==> config.mk <==
export PLATFORM = sky130hd
export DESIGN_NAME = sobel_frame_ctrl
export DESIGN_NICKNAME = d
export VERILOG_FILES = /design/src/rtl/sobel_pkg.sv /design/src/rtl/sobel_pos_counter.sv /design/src/rtl/sobel_frame_ctrl.sv
export SDC_FILE = /design/constraint.sdc
export NUM_CORES = 1
export LEC_CHECK = 0
export ABC_CLOCK_PERIOD_IN_PS = 5360
export BUFFER_PORTS_ARGS = -buffer_cell sky130_fd_sc_hd__buf_2
export CAP_MARGIN = 15
export CORE_MARGIN = 3
export CORE_UTILIZATION = 45
export CTS_CLUSTER_DIAMETER = 150
export DETAILED_ROUTE_END_ITERATION = 7
export GPL_ROUTABILITY_DRIVEN = 0
export HOLD_SLACK_MARGIN = 0.12
export PLACE_DENSITY = 0.7
export SLEW_MARGIN = 15
export SYNTH_ARGS = -nofsm -noshare
export SYNTH_HDL_FRONTEND = slang
export SYNTH_SLANG_ARGS = --single-unit
==> constraint.sdc <==
create_clock -name clk -period 5.36 [get_ports clk]
set_input_delay 0.804 -clock clk [delete_from_list [all_inputs] [get_ports clk]]
set_output_delay 0.804 -clock clk [all_outputs]
set_load 0.05 [all_outputs]
==> src/rtl/sobel_pkg.sv <==
// sobel_pkg: shared FSM encoding and constants for the Sobel frame controller.
package sobel_pkg;

   // Frame sequencer states
   typedef enum logic [2:0] {
      IDLE     = 3'd0,
      WAIT_SRC = 3'd1,
      RUN      = 3'd2,
      FLUSH    = 3'd3,
      DONE     = 3'd4
   } state_t;

   // Output rows/cols at top/left that are forced to zero (window not yet filled)
   localparam int BORDER = 2;

   // Detector result values
   localparam logic [7:0] EDGE_ON  = 8'd255;
   localparam logic [7:0] EDGE_OFF = 8'd0;

   // Width of the flush and pipeline-priming counters
   localparam int FLUSH_CW = 5;

endpackage

==> src/rtl/sobel_pos_counter.sv <==
// sobel_pos_counter: column/row position counter with wrap and end-of-line /
// end-of-frame flags describing the current (not yet advanced) position.
module sobel_pos_counter #(
   parameter int MAX_COL = 640,
   parameter int MAX_ROW = 480,
   parameter int CW      = $clog2(MAX_COL),
   parameter int RW      = $clog2(MAX_ROW)
) (
   input  logic          clk,
   input  logic          rst_n,
   input  logic          i_clr,
   input  logic          i_adv,
   output logic [CW-1:0] o_col,
   output logic [RW-1:0] o_row,
   output logic          o_eol,
   output logic          o_eof
);

   localparam logic [CW-1:0] LAST_COL = CW'(MAX_COL - 1);
   localparam logic [RW-1:0] LAST_ROW = RW'(MAX_ROW - 1);

   logic [CW-1:0] r_col;
   logic [RW-1:0] r_row;
   logic          w_eol;
   logic          w_eof;

   assign w_eol = (r_col == LAST_COL);
   assign w_eof = w_eol && (r_row == LAST_ROW);

   // Advance the position one pixel, wrapping the column at end of line and the row at end of frame
   always_ff @(posedge clk) begin
      if (!rst_n || i_clr) begin
         r_col <= '0;
         r_row <= '0;
      end else if (i_adv) begin
         if (w_eol) begin
            r_col <= '0;
            r_row <= w_eof ? '0 : r_row + RW'(1);
         end else begin
            r_col <= r_col + CW'(1);
         end
      end
   end

   assign o_col = r_col;
   assign o_row = r_row;
   assign o_eol = w_eol;
   assign o_eof = w_eof;

endmodule

==> src/rtl/sobel_frame_ctrl.sv <==
// sobel_frame_ctrl: pulls one frame from a valid/ready source, feeds the Sobel
// detector a gap-free line stream plus flush pixels, and retags detector results
// with SOF/EOL/EOF while blanking the border window.
// Define SOBEL_CTRL_STATS_EN to add the edge_count and underrun_count outputs.
module sobel_frame_ctrl #(
   parameter int IMG_WIDTH  = 640,
   parameter int IMG_HEIGHT = 480,
   parameter int PIPE_LAT   = 3,
   parameter int BORDER     = sobel_pkg::BORDER
) (
   input  logic        clk,
   input  logic        rst_n,
   input  logic        start,
   output logic        busy,
   output logic        done,
   output logic        err_underrun,
`ifdef SOBEL_CTRL_STATS_EN
   output logic [19:0] edge_count,
   output logic [15:0] underrun_count,
`endif
   input  logic        src_valid,
   output logic        src_ready,
   input  logic [7:0]  src_pixel,
   output logic        det_valid_in,
   output logic [7:0]  det_pixel,
   input  logic        det_valid_out,
   input  logic [7:0]  det_edge,
   output logic        out_valid,
   output logic [7:0]  out_data,
   output logic        out_sof,
   output logic        out_eol,
   output logic        out_eof
);

   import sobel_pkg::*;

   localparam int CW = $clog2(IMG_WIDTH);
   localparam int RW = $clog2(IMG_HEIGHT);
   localparam logic [FLUSH_CW-1:0] LAT_CNT = FLUSH_CW'(PIPE_LAT);
   localparam logic [CW-1:0]       B_COL   = CW'(BORDER);
   localparam logic [RW-1:0]       B_ROW   = RW'(BORDER);

   state_t               r_state;
   state_t               w_next;
   logic [FLUSH_CW-1:0]  r_flush_cnt;
   logic [FLUSH_CW-1:0]  r_prime_cnt;
   logic                 r_frame_done;

   logic [CW-1:0]        w_in_col;
   logic [RW-1:0]        w_unused_in_row;
   logic                 w_unused_in_eol;
   logic                 w_in_eof;
   logic [CW-1:0]        w_out_col;
   logic [RW-1:0]        w_out_row;
   logic                 w_out_eol;
   logic                 w_out_eof;

   logic w_clr;
   logic w_accept;
   logic w_fill;
   logic w_in_beat;
   logic w_flush_go;
   logic w_flush_end;
   logic w_out_take;
   logic w_prime;
   logic w_fwd;
   logic w_border;

   // Source handshake: a pixel moves when src_valid and src_ready are both high in the
   // same cycle; src_ready depends only on state, never on src_valid.
   assign w_clr       = (r_state == IDLE) && start;
   assign w_accept    = src_valid && src_ready;
   // A mid-line starvation cycle is filled with a zero pixel so the detector line stays contiguous
   assign w_fill      = (r_state == RUN) && !src_valid && (w_in_col != '0);
   assign w_in_beat   = w_accept || w_fill;
   assign w_flush_go  = (r_state == FLUSH) && (r_flush_cnt < LAT_CNT);
   assign w_flush_end = (r_flush_cnt == LAT_CNT);

   // Result side: the first PIPE_LAT detector beats of a frame carry no valid pixel
   assign w_out_take  = det_valid_out && (r_state != IDLE) && !r_frame_done;
   assign w_prime     = (r_prime_cnt < LAT_CNT);
   assign w_fwd       = w_out_take && !w_prime;
   assign w_border    = (w_out_row < B_ROW) || (w_out_col < B_COL);

   sobel_pos_counter #(.MAX_COL(IMG_WIDTH), .MAX_ROW(IMG_HEIGHT), .CW(CW), .RW(RW)) u_in_pos (
      .clk   (clk),
      .rst_n (rst_n),
      .i_clr (w_clr),
      .i_adv (w_in_beat),
      .o_col (w_in_col),
      .o_row (w_unused_in_row),
      .o_eol (w_unused_in_eol),
      .o_eof (w_in_eof)
   );

   sobel_pos_counter #(.MAX_COL(IMG_WIDTH), .MAX_ROW(IMG_HEIGHT), .CW(CW), .RW(RW)) u_out_pos (
      .clk   (clk),
      .rst_n (rst_n),
      .i_clr (w_clr),
      .i_adv (w_fwd),
      .o_col (w_out_col),
      .o_row (w_out_row),
      .o_eol (w_out_eol),
      .o_eof (w_out_eof)
   );

   // State register
   always_ff @(posedge clk) begin
      if (!rst_n) r_state <= IDLE;
      else        r_state <= w_next;
   end

   // Next-state logic; start outside IDLE is ignored
   always_comb begin
      w_next = r_state;
      case (r_state)
         IDLE:     if (start) w_next = WAIT_SRC;
         WAIT_SRC: if (w_accept) w_next = w_in_eof ? FLUSH : RUN;
         RUN:      if (w_in_beat && w_in_eof) w_next = FLUSH;
         FLUSH:    if (w_flush_end && r_frame_done) w_next = DONE;
         DONE:     w_next = IDLE;
         default:  w_next = IDLE;
      endcase
   end

   // State-decoded control outputs
   always_comb begin
      busy      = 1'b0;
      src_ready = 1'b0;
      done      = 1'b0;
      case (r_state)
         WAIT_SRC, RUN: begin
            busy      = 1'b1;
            src_ready = 1'b1;
         end
         FLUSH:   busy = 1'b1;
         DONE: begin
            busy = 1'b1;
            done = 1'b1;
         end
         default: ;
      endcase
   end

   // Detector feed: accepted or filler pixels, then PIPE_LAT flush zeros
   always_ff @(posedge clk) begin
      if (!rst_n) begin
         det_valid_in <= 1'b0;
         det_pixel    <= EDGE_OFF;
      end else if (w_in_beat) begin
         det_valid_in <= 1'b1;
         det_pixel    <= w_accept ? src_pixel : EDGE_OFF;
      end else begin
         det_valid_in <= w_flush_go;
         det_pixel    <= EDGE_OFF;
      end
   end

   // Flush counter and sticky underrun flag, both cleared by an accepted start
   always_ff @(posedge clk) begin
      if (!rst_n || w_clr) begin
         r_flush_cnt  <= '0;
         err_underrun <= 1'b0;
      end else begin
         if (w_flush_go) r_flush_cnt <= r_flush_cnt + FLUSH_CW'(1);
         if (w_fill)     err_underrun <= 1'b1;
      end
   end

   // Priming discard count and end-of-frame marker for the result side
   always_ff @(posedge clk) begin
      if (!rst_n || w_clr) begin
         r_prime_cnt  <= '0;
         r_frame_done <= 1'b0;
      end else begin
         if (w_out_take && w_prime) r_prime_cnt  <= r_prime_cnt + FLUSH_CW'(1);
         if (w_fwd && w_out_eof)    r_frame_done <= 1'b1;
      end
   end

   // Registered, tagged and border-blanked result stream
   always_ff @(posedge clk) begin
      if (!rst_n) begin
         out_valid <= 1'b0;
         out_data  <= EDGE_OFF;
         out_sof   <= 1'b0;
         out_eol   <= 1'b0;
         out_eof   <= 1'b0;
      end else begin
         out_valid <= w_fwd;
         out_data  <= (w_fwd && !w_border) ? det_edge : EDGE_OFF;
         out_sof   <= w_fwd && (w_out_col == '0) && (w_out_row == '0);
         out_eol   <= w_fwd && w_out_eol;
         out_eof   <= w_fwd && w_out_eof;
      end
   end

`ifdef SOBEL_CTRL_STATS_EN
   logic [19:0] r_edge_acc;

   // Per-frame edge tally published on entry to DONE; saturating underrun fill count
   always_ff @(posedge clk) begin
      if (!rst_n) begin
         r_edge_acc     <= '0;
         edge_count     <= '0;
         underrun_count <= '0;
      end else if (w_clr) begin
         r_edge_acc     <= '0;
         underrun_count <= '0;
      end else begin
         if (w_fwd && !w_border && (det_edge == EDGE_ON)) r_edge_acc <= r_edge_acc + 20'd1;
         if (w_fill && (underrun_count != 16'hFFFF))      underrun_count <= underrun_count + 16'd1;
         if ((r_state == FLUSH) && (w_next == DONE))      edge_count <= r_edge_acc;
      end
   end
`endif

endmodule

==> results_dict.tcl, run 1 <==
set metrics [dict create \
    die_w_um 90.14 \
    postCtsSetupBuffers 0 \
    placed_cell_area_mm2 0.003502 \
    clock_latency_ns 0.34 \
    skew_ns 0.009222 \
    grt_max_degree 23 \
    dp.cells 491 \
    cts_tree "built" \
    fin_crit_sh_pct 46.07 \
    portBuffers 45 \
    antenna_found_initial 0 \
    synthArstFlopShare_pct 0 \
    critical_path_class "flop to flop" \
    die-area_mm2 0.008124 \
    min_to "r_prime_cnt[2]" \
    synthesis.nets 390 \
    slew_headroom_pct 40.69 \
    critPathArrivalTime_ns 2.73 \
    htree_levels 3 \
    avgSynthCellArea_um2 8.849 \
    pwr-share-comb_pct 10.8 \
    synth_edf_count 0 \
    die_h_um 90.14 \
    clkPwrFrac_pct 42.2 \
    cts_buffers 9 \
    routed_via_density 5.274 \
    hold_start "r_prime_cnt[2]" \
    seq_area_frac_synth_pct 46.50 \
    rr_endpoint "u_out_pos.o_row[3]" \
    cts_hold_buf 0 \
    grt_util_all_layers_pct 16.83 \
    power.switching_uw 312.1 \
    grt_pass1_vias 2453 \
    clockBufferDepth 2 \
    final_nets 436 \
    drc 0 \
    slew_viol_final 0 \
    synth_cell_types 49 \
    seq_area_mm2 0.001481 \
    grt_first_pass_wirelength_um 11210 \
    drtAntennaViolNets 0 \
    clk_pin_slew_ns 0.08 \
    power.internal_uw 907.5 \
    initial_utilization_pct 46.63 \
    drt_iter0_drc 84 \
    ioPinCount 46 \
    powerDensity_mw_per_mm2 325.8 \
    ys_seq_elements 74 \
    clock_sinks 74 \
    worstHoldPathCells 2 \
    n_antenna_cell 0 \
    fillers 639 \
    worst-path-max-fanout 15 \
    place_ws_ns 2.681 \
    wl_per_cell_um 12.74 \
    p_sw_share_pct 25.59 \
    ys.warnings.count 0 \
    coreArea_mm2 0.006832 \
    seqPwrFrac_pct 47.0 \
    drv_cap 0 \
    status "finished, final reports clean" \
    drive_gt1_share_pct 17.27 \
    timing.final.hold_violations 0 \
    multi_input_area_mm2 0.001604 \
    start_kind "flop" \
    synthCells 360 \
    grt-ovfl-total 0 \
    dr.pass1.iters 4 \
    fin_area_mm2 0.003744 \
    reg2reg_slack_ns 2.89 \
    netlist_area_mm2 0.003186 \
    fin_ws_ns 2.891 \
    synthToLayoutAreaGrowth_pct 17.52 \
    cts_resized 0 \
    min_period_ns 2.469 \
    fmax_mhz 405.0 \
    vias 2674 \
    clockRootBuffer "clkbuf_8" \
    max-vdd-ir-drop_mv 0.1688 \
    rsz0062_at_grt "false" \
    whs_ns 0.4666 \
    layout.cells.non_filler 507 \
    hp-class "flop to flop" \
    wirelength_um 6459 \
    worstReg2RegStart "r_state[0]" \
    rows 30 \
    finalSetupTns_ns 0 \
    finalSetupViolCount 0 \
    cp-end-kind "flop" \
    leakage_nw 1.504 \
    critPathRequiredTime_ns 5.62 \
    reg2regPathDepth 5 \
    yosys_most_used_dff "dfxtp_1" \
    tightest_slew_ns 0.8673 \
    hpwl_um 4399 \
]
==> routing by layer <==
metal  GRT usage [%]  vias to the layer above  wire length (µm)
li1                -                     1369                 -
met1           21.90                     1231              3290
met2           25.45                       70              2752
met3           6.444                        4               361
met4           5.995                        0                55
met5               0                        -                 0
==> sequential cells by signal, summed over array words and instances (netlist names) <==
name and cells:
r_flush_cnt 5, out_eof 1, err_underrun 1, det_valid_in 1
out_data 8, u_out_pos.o_row 9, out_sof 1, r_state 3
u_in_pos.o_col 10, u_in_pos.o_row 9, det_pixel 8, u_out_pos.o_col 10
r_prime_cnt 5, out_eol 1, out_valid 1, r_frame_done 1
==> cells in the mapped netlist (all sizes together), types with 2 or more instances <==
cell     number  area [µm²]
a21oi        22       110.1
a31oi         3       18.77
and2         14       87.58
and2b         2       15.01
and3         17       106.4
and4          6       52.55
buf           4       26.27
clkbuf       10       37.54
dfxtp        74        1481
ha            9       112.6
inv          11       41.29
nand2        29       108.9
nand2b        2       12.51
nand3        13       65.06
nand3b        2       15.01
nand4         7       43.79
nor2         43       161.4
nor2b         2       12.51
nor3          7       40.04
nor3b         3       22.52
nor4          6       37.54
nor4b         2       17.52
o2111ai       3       26.28
o211ai        5       37.54
o21ai        13       65.06
o22ai         2       12.51
o31ai         3       22.52
o41ai         2       17.52
or3           4       25.02
or4           2       15.01
or4b          2       20.02
xnor2         6       52.55
xor2         17       148.9
==> critical path: stages, from the launching register on <==
cell and delay [ns]:
dfxtp_1 0.65, nor3_2 0.17, or3_1 0.48, or2_1 0.38
or4_1 0.54, a21oi_1 0.16
==> through the flow <==
step,power [mW],util [%]
floorplan,0.6818,-
global placement,0.7160,51.26
detailed placement,0.7178,51.26
CTS,1.234,54.80
global route,1.273,54.80
finish,1.220,54.80
==> final cells by class <==
class                   instances  area share [%]
multi-input cells             261           42.85
flip-flops and latches         74           39.57
clock buffers                   9           3.309
clock inverters                 7           3.142
inverters                      11           1.103
repair buffers                 49           6.818
well taps                      96           3.209
==> layout by cell type, fill, tap and decap left out, types with 5 or more instances in the layout <==
cell type | synthesis | layout
xor2_1 | 17 | 17
and3_1 | 17 | 17
a21oi_1 | 22 | 22
nor4_1 | 6 | 6
and2_1 | 14 | 14
o21ai_0 | 12 | 12
nor2_1 | 43 | 43
ha_1 | 9 | 9
xnor2_1 | 6 | 6
o211ai_1 | 5 | 5
nand2_1 | 29 | 29
and4_1 | 6 | 6
nand4_1 | 7 | 7
inv_1 | 11 | 11
clkbuf_8 | 0 | 9
nand3_1 | 13 | 13
buf_2 | 3 | 45
nor3_1 | 6 | 6
dfxtp_1 | 74 | 74
==> power by group through the flow <==
| stage | clock, mW | sequential (mW) | combinational [mW] |
|---|---|---|---|
| floorplan | 0 | 0.593 | 0.0892 |
| global placement | 0 | 0.586 | 0.130 |
| detailed placement | 0 | 0.586 | 0.131 |
| CTS | 0.528 | 0.574 | 0.132 |
| global route | 0.554 | 0.576 | 0.143 |
| finish | 0.514 | 0.574 | 0.132 |
==> worst max path at each step <==
stage                     startpoint                 end  slack, ns  cells after the start
after CTS                 r_state[0]  u_out_pos.o_row[3]       2.91                      5
after global routing      r_state[0]  u_out_pos.o_row[3]       2.73                      5
final                     r_state[0]  u_out_pos.o_row[3]       2.89                      5
after floorplan           r_state[0]                done       2.77                      3
after global placement     src_valid   u_in_pos.o_row[8]       2.73                      7
after detailed placement   src_valid   u_in_pos.o_row[8]       2.68                      7
==> logic make-up (layout without fill, tap and decap cells) <==
group,count (synthesis),count (layout),share of synthesized area (%)
compound gates,62,62,12.29
flops,74,74,46.50
fa+ha+maj,9,9,3.535
xor+xnor,23,23,6.324
mux,1,1,0.3535
buf+inv,25,76,3.299
simple gates,166,166,27.69
Note: power is estimated with default switching activity, not from simulation.
==> run 2, diff against run 1 <==
ABC_CLOCK_PERIOD_IN_PS = 2200   (was 5360)
PLACE_DENSITY = 0.73   (was 0.7)
clock period = 2.2 ns   (was 5.36 ns; I/O delays follow)
==> results_dict.tcl, run 2 (synthesis gave the netlist of run 1 again) <==
set metrics [dict create \
    finalSetupViolCount 0 \
    die_h_um 90.14 \
    grt-ovfl-total 0 \
    place_ws_ns 0.05844 \
    rows 30 \
    wl_per_cell_um 12.50 \
    coreArea_mm2 0.006832 \
    fin_area_mm2 0.003842 \
    fillers 626 \
    slew_headroom_pct 68.33 \
    critPathSlowestCell "or4b_1" \
    clk_pin_slew_ns 0.08 \
    leakage_nw 1.554 \
    routed_via_density 5.204 \
    n_antenna_cell 0 \
    skew_ns 0.01078 \
    drive_gt1_share_pct 20.52 \
    wirelength_um 6498 \
    fmax_mhz 493.8 \
    drc 0 \
    startpoint "r_state[0]" \
    clkPwrFrac_pct 39.5 \
    die-area_mm2 0.008124 \
    grt_util_all_layers_pct 16.18 \
    rsz0062_at_grt "false" \
    powerDensity_mw_per_mm2 754.5 \
    fin_ws_ns 0.1749 \
    power.switching_uw 774.2 \
    worst-path-max-fanout 11 \
    antenna_found_initial 0 \
    whs_ns 0.1744 \
    worstPathCellList "or4b_1 > a31oi_2 > buf_4 > nor2_1 > o41ai_1 > o2bb2ai_1" \
    slowest_delay_ns 0.55 \
    hpwl_um 4662 \
    seqPwrFrac_pct 47.5 \
    tightest_slew_ns 0.4685 \
    cts_tree "built" \
    critical_path_class "flop to flop" \
    critPathArrivalTime_ns 2.30 \
    initial_utilization_pct 46.63 \
    hp-class "input pin to flop" \
    slew_viol_final 0 \
    worstReg2RegStart "r_state[0]" \
    synthToLayoutAreaGrowth_pct 20.62 \
    p_sw_share_pct 26.71 \
    dp.cells 504 \
    status "finished, final reports clean" \
    clockBufferDepth 2 \
    cts_buffers 9 \
    clockRootBuffer "clkbuf_8" \
    layout.cells.non_filler 520 \
    portBuffers 45 \
    power.total_mw 2.899 \
    drt_iter0_drc 104 \
    die_w_um 90.14 \
    clock_latency_ns 0.35 \
    grt_max_degree 22 \
    final_common_cell "dfxtp_1" \
    grt_first_pass_wirelength_um 10920 \
    start_kind "flop" \
    cp-end-kind "flop" \
    power.internal_mw 2.125 \
    drtAntennaViolNets 0 \
    drv_cap 0 \
    cts_hold_buf 0 \
    critPathRequiredTime_ns 2.48 \
    hold_start "det_edge[2]" \
    dr.pass1.iters 4 \
    finalSetupTns_ns 0 \
    pwr-share-comb_pct 13.0 \
    max-vdd-ir-drop_mv 0.3034 \
    min_period_ns 2.025 \
    placed_cell_area_mm2 0.003612 \
    ioPinCount 46 \
    final_nets 449 \
    htree_levels 3 \
    fin_crit_sh_pct 92.05 \
    timing.final.hold_violations 0 \
    layout_common_cells "74 x dfxtp_1, 45 x buf_2, 43 x nor2_1" \
    vias 2706 \
    grt_pass1_vias 2479 \
    clock_sinks 74 \
    fin_util_pct 56.25 \
]
[run 2: cell count changes in the layout (fill, tap and decap cells not counted)]
| cell | before | now |
|---|---|---|
| buf_12 | 0 | 1 |
| o21ai_2 | 0 | 1 |
| bufinv_16 | 3 | 2 |
| a31oi_1 | 3 | 2 |
| buf_4 | 4 | 16 |
| clkinvlp_4 | 0 | 2 |
| o21ai_1 | 1 | 0 |
| a31oi_2 | 0 | 1 |
| or2_1 | 1 | 0 |
| clkinv_4 | 2 | 1 |
| or2_4 | 0 | 1 |
[run 2: path summary, 6_finish.rpt]
path | end | slack, ns | cells after the start
setup / recovery | r_state[0] | 0.17 | 6
setup reg to reg | r_state[0] | 0.17 | 6
hold reg to reg | r_frame_done | 0.48 | 2
hold / removal | out_data[2] | 0.17 | 2
[run 2: power by group through the flow]
stage | logic (mW) | clock network (mW) | registers (mW)
6_report | 0.377 | 1.15 | 1.38
5_1_grt | 0.408 | 1.23 | 1.38
4_1_cts | 0.379 | 1.17 | 1.38
3_5_place_dp | 0.378 | 0 | 1.41
3_3_place_gp | 0.374 | 0 | 1.41
2_1_floorplan | 0.217 | 0 | 1.44
[run 2: timing repair]
item	CTS	global route
buffers inserted	0	0
endpoints found under the setup margin	0	8
resized for setup	0	3
[run 2: layout make-up]
type,instances,area (µm²),share of cell area (%)
clock buffers,9,123.9,3.224
clock inverters,7,93.84,2.442
inverters,11,41.29,1.075
multi-input cells,261,1617,42.07
flip-flops and latches,74,1481,38.55
well taps,96,120.1,3.126
repair buffers,62,365.4,9.508
[run 2: layer usage]
metal / track usage (%) / up-vias / wire [µm]
li1: - / 1398 / -
met1: 20.29 / 1247 / 3177
met2: 26.38 / 50 / 2947
met3: 3.682 / 11 / 245
met4: 7.526 / 0 / 128
met5: 0 / - / 0
[run 2: worst max-delay path, delay by kind of cell (launching register included)]
family	cells	cell delay, ns
flip-flops	1	0.34
buffers and inverters	1	0.22
AND/OR/NAND/NOR	2	0.66
AO/OA/AOI/OAI	3	0.74
==> run 3, diff against run 2 <==
ABC_AREA = 1   (was not set)
CAP_MARGIN = not set   (was 15)
PLACE_DENSITY = 0.72   (was 0.73)
==> results_dict.tcl, run 3 <==
set metrics [dict create \
    drv_cap 0 \
    min_period_ns 1.816 \
    layout_common_cells "82 x inv_1, 74 x dfxtp_1, 68 x nand2_1" \
    htree_levels 3 \
    synthCells 490 \
    synth_cell_types 39 \
    critPathArrivalTime_ns 2.09 \
    cts_hold_buf 0 \
    synthMuxAreaShare_pct 0 \
    fin_util_pct 53.25 \
    grt_pass1_vias 2902 \
    place_ws_ns 0.3868 \
    yosys.area.top_type "dfxtp_1" \
    hp-class "input pin to flop" \
    fin_crit_sh_pct 82.55 \
    crit_path_frequent_cell "nand2_4" \
    synthAdderAreaFrac_pct 3.114 \
    synth_top_family_by_area "simple AND/OR/NAND/NOR gates" \
    synth_top_area_share_pct 40.97 \
    slew_viol_final 0 \
    wirelength_um 7393 \
    drive_gt1_share_pct 17.77 \
    clock_latency_ns 0.35 \
    ys_seq_elements 74 \
    synthArstFlopShare_pct 0 \
    reg2regPathDepth 8 \
    final_common_cell "inv_1" \
    drc 0 \
    max-vdd-ir-drop_mv 0.3199 \
    fin_area_mm2 0.004136 \
    drt_iter0_drc 141 \
    portBuffers 45 \
    worstPathCellList "inv_1 > ha_1 > nand3_1 > o21ai_4 > nand2_4 > nand2_4 > nand2_2 > nor3_1" \
    n_antenna_cell 0 \
    antenna_found_initial 0 \
    crit_family "simple AND/OR/NAND/NOR gates" \
    whs_ns 0.1900 \
    die_w_um 95.64 \
    vias 3209 \
    synth-simple-area-share_pct 31.70 \
    path_buf_inv 1 \
    grt-ovfl-total 0 \
    finalSetupViolCount 0 \
    finalSetupTns_ns 0 \
    cts_tree "built" \
    clockRootBuffer "clkbuf_8" \
    hpwl_um 5518 \
    worst-path-max-fanout 25 \
    die-area_mm2 0.009147 \
    cp-end-kind "flop" \
    clock_sinks 74 \
    synthesis.nets 520 \
    synth_edf_count 0 \
    cts_resized 0 \
    clockBufferDepth 2 \
    synthTopCellsByCount "82 x inv_1, 74 x dfxtp_1, 68 x nand2_1, 64 x nor2_1, 41 x nand3_1" \
    dp.cells 632 \
    seq_area_frac_synth_pct 40.97 \
    wl_per_cell_um 11.41 \
    grt_first_pass_wirelength_um 12230 \
    synth-xor-area-share_pct 2.664 \
    skew_ns 0.007241 \
    yosysMostFrequentCell "inv_1" \
    final_nets 571 \
    fmax_mhz 550.6 \
    ys.warnings.count 0 \
    leakage_nw 1.816 \
    avgSynthCellArea_um2 7.380 \
    grt_max_degree 26 \
    dr.pass1.iters 4 \
    powerDensity_mw_per_mm2 786.4 \
    yosys_most_used_dff "dfxtp_1" \
    rows 32 \
    layout.cells.non_filler 648 \
    power.total_mw 3.253 \
    initial_utilization_pct 46.55 \
    synthToLayoutAreaGrowth_pct 14.39 \
    clk_pin_slew_ns 0.08 \
    ioPinCount 46 \
    routed_via_density 4.952 \
    tightest_slew_ns 0.4242 \
    cp.depth 8 \
    postCtsSetupBuffers 0 \
    slowest_delay_ns 0.36 \
    die_h_um 95.64 \
    cts_buffers 9 \
    status "finished, final reports clean" \
    rsz0062_at_grt "false" \
    critPathRequiredTime_ns 2.48 \
    fin_ws_ns 0.3839 \
    critical_path_class "flop to flop" \
    slew_headroom_pct 71.46 \
    grt_util_all_layers_pct 17.02 \
    placed_cell_area_mm2 0.003934 \
    synth_area_leaders "dfxtp_1 41%, inv_1 8.5%, nand2_1 7.1%" \
    worstHoldPathCells 3 \
    start_kind "flop" \
    synth_compound_area_share_pct 10.93 \
    drtAntennaViolNets 0 \
    critPathSlowestCell "dfxtp_1" \
    coreArea_mm2 0.007767 \
    netlist_area_mm2 0.003616 \
    timing.final.hold_violations 0 \
]
## run 3: cells by family (layout without fill, tap and decap cells)
| logic type | count (synthesis) | in the layout |
|---|---|---|
| AND/OR/NAND/NOR | 235 | 235 |
| buffers and inverters | 94 | 150 |
| flip-flops | 74 | 74 |
| AO/OA/AOI/OAI | 67 | 67 |
| XOR/XNOR | 11 | 11 |
| adder cells (fa/ha/maj) | 9 | 9 |
## run 3: final timing paths
kind	startpoint	endpoint	slack, ns
worst min register to register	r_prime_cnt[3]	r_prime_cnt[3]	0.43
worst max register to register	u_in_pos.o_col[0]	u_in_pos.o_col[3]	0.38
worst min-delay path	det_edge[3]	out_data[3]	0.19
worst max-delay path	u_in_pos.o_col[0]	u_in_pos.o_col[3]	0.38
## run 3: final cells by class
cell class	count	area [µm²]
well taps	102	127.6
multi-input cells	322	1750
flip-flops and latches	74	1481
fillers	723	3631
clock buffers	10	137.6
clock inverters	6	65.06
repair buffers	47	240.2
inverters	87	334.1
## run 3: where the power goes
group | switching, mW | internal [mW] | total, mW
logic | 0.547 | 0.192 | 0.740
registers | 0.0462 | 1.40 | 1.44
clock network | 0.513 | 0.556 | 1.07
## run 3: per-layer routing
layer / track usage [%] / part of all wire [%] / vias to the layer above
li1: - / - / 1677
met1: 21.23 / 48 / 1430
met2: 27.33 / 45 / 93
met3: 4.657 / 5.9 / 9
met4: 7.583 / 1.7 / 0
met5: 0 / 0 / -
## run 3: worst reg2reg max path: cells and delay by family (launching register included)
family                   cells  cell delay, ns
AO/OA/AOI/OAI                1            0.29
adder cells (fa/ha/maj)      1            0.15
buffers and inverters        1            0.09
flip-flops                   1            0.36
AND/OR/NAND/NOR              5            0.86
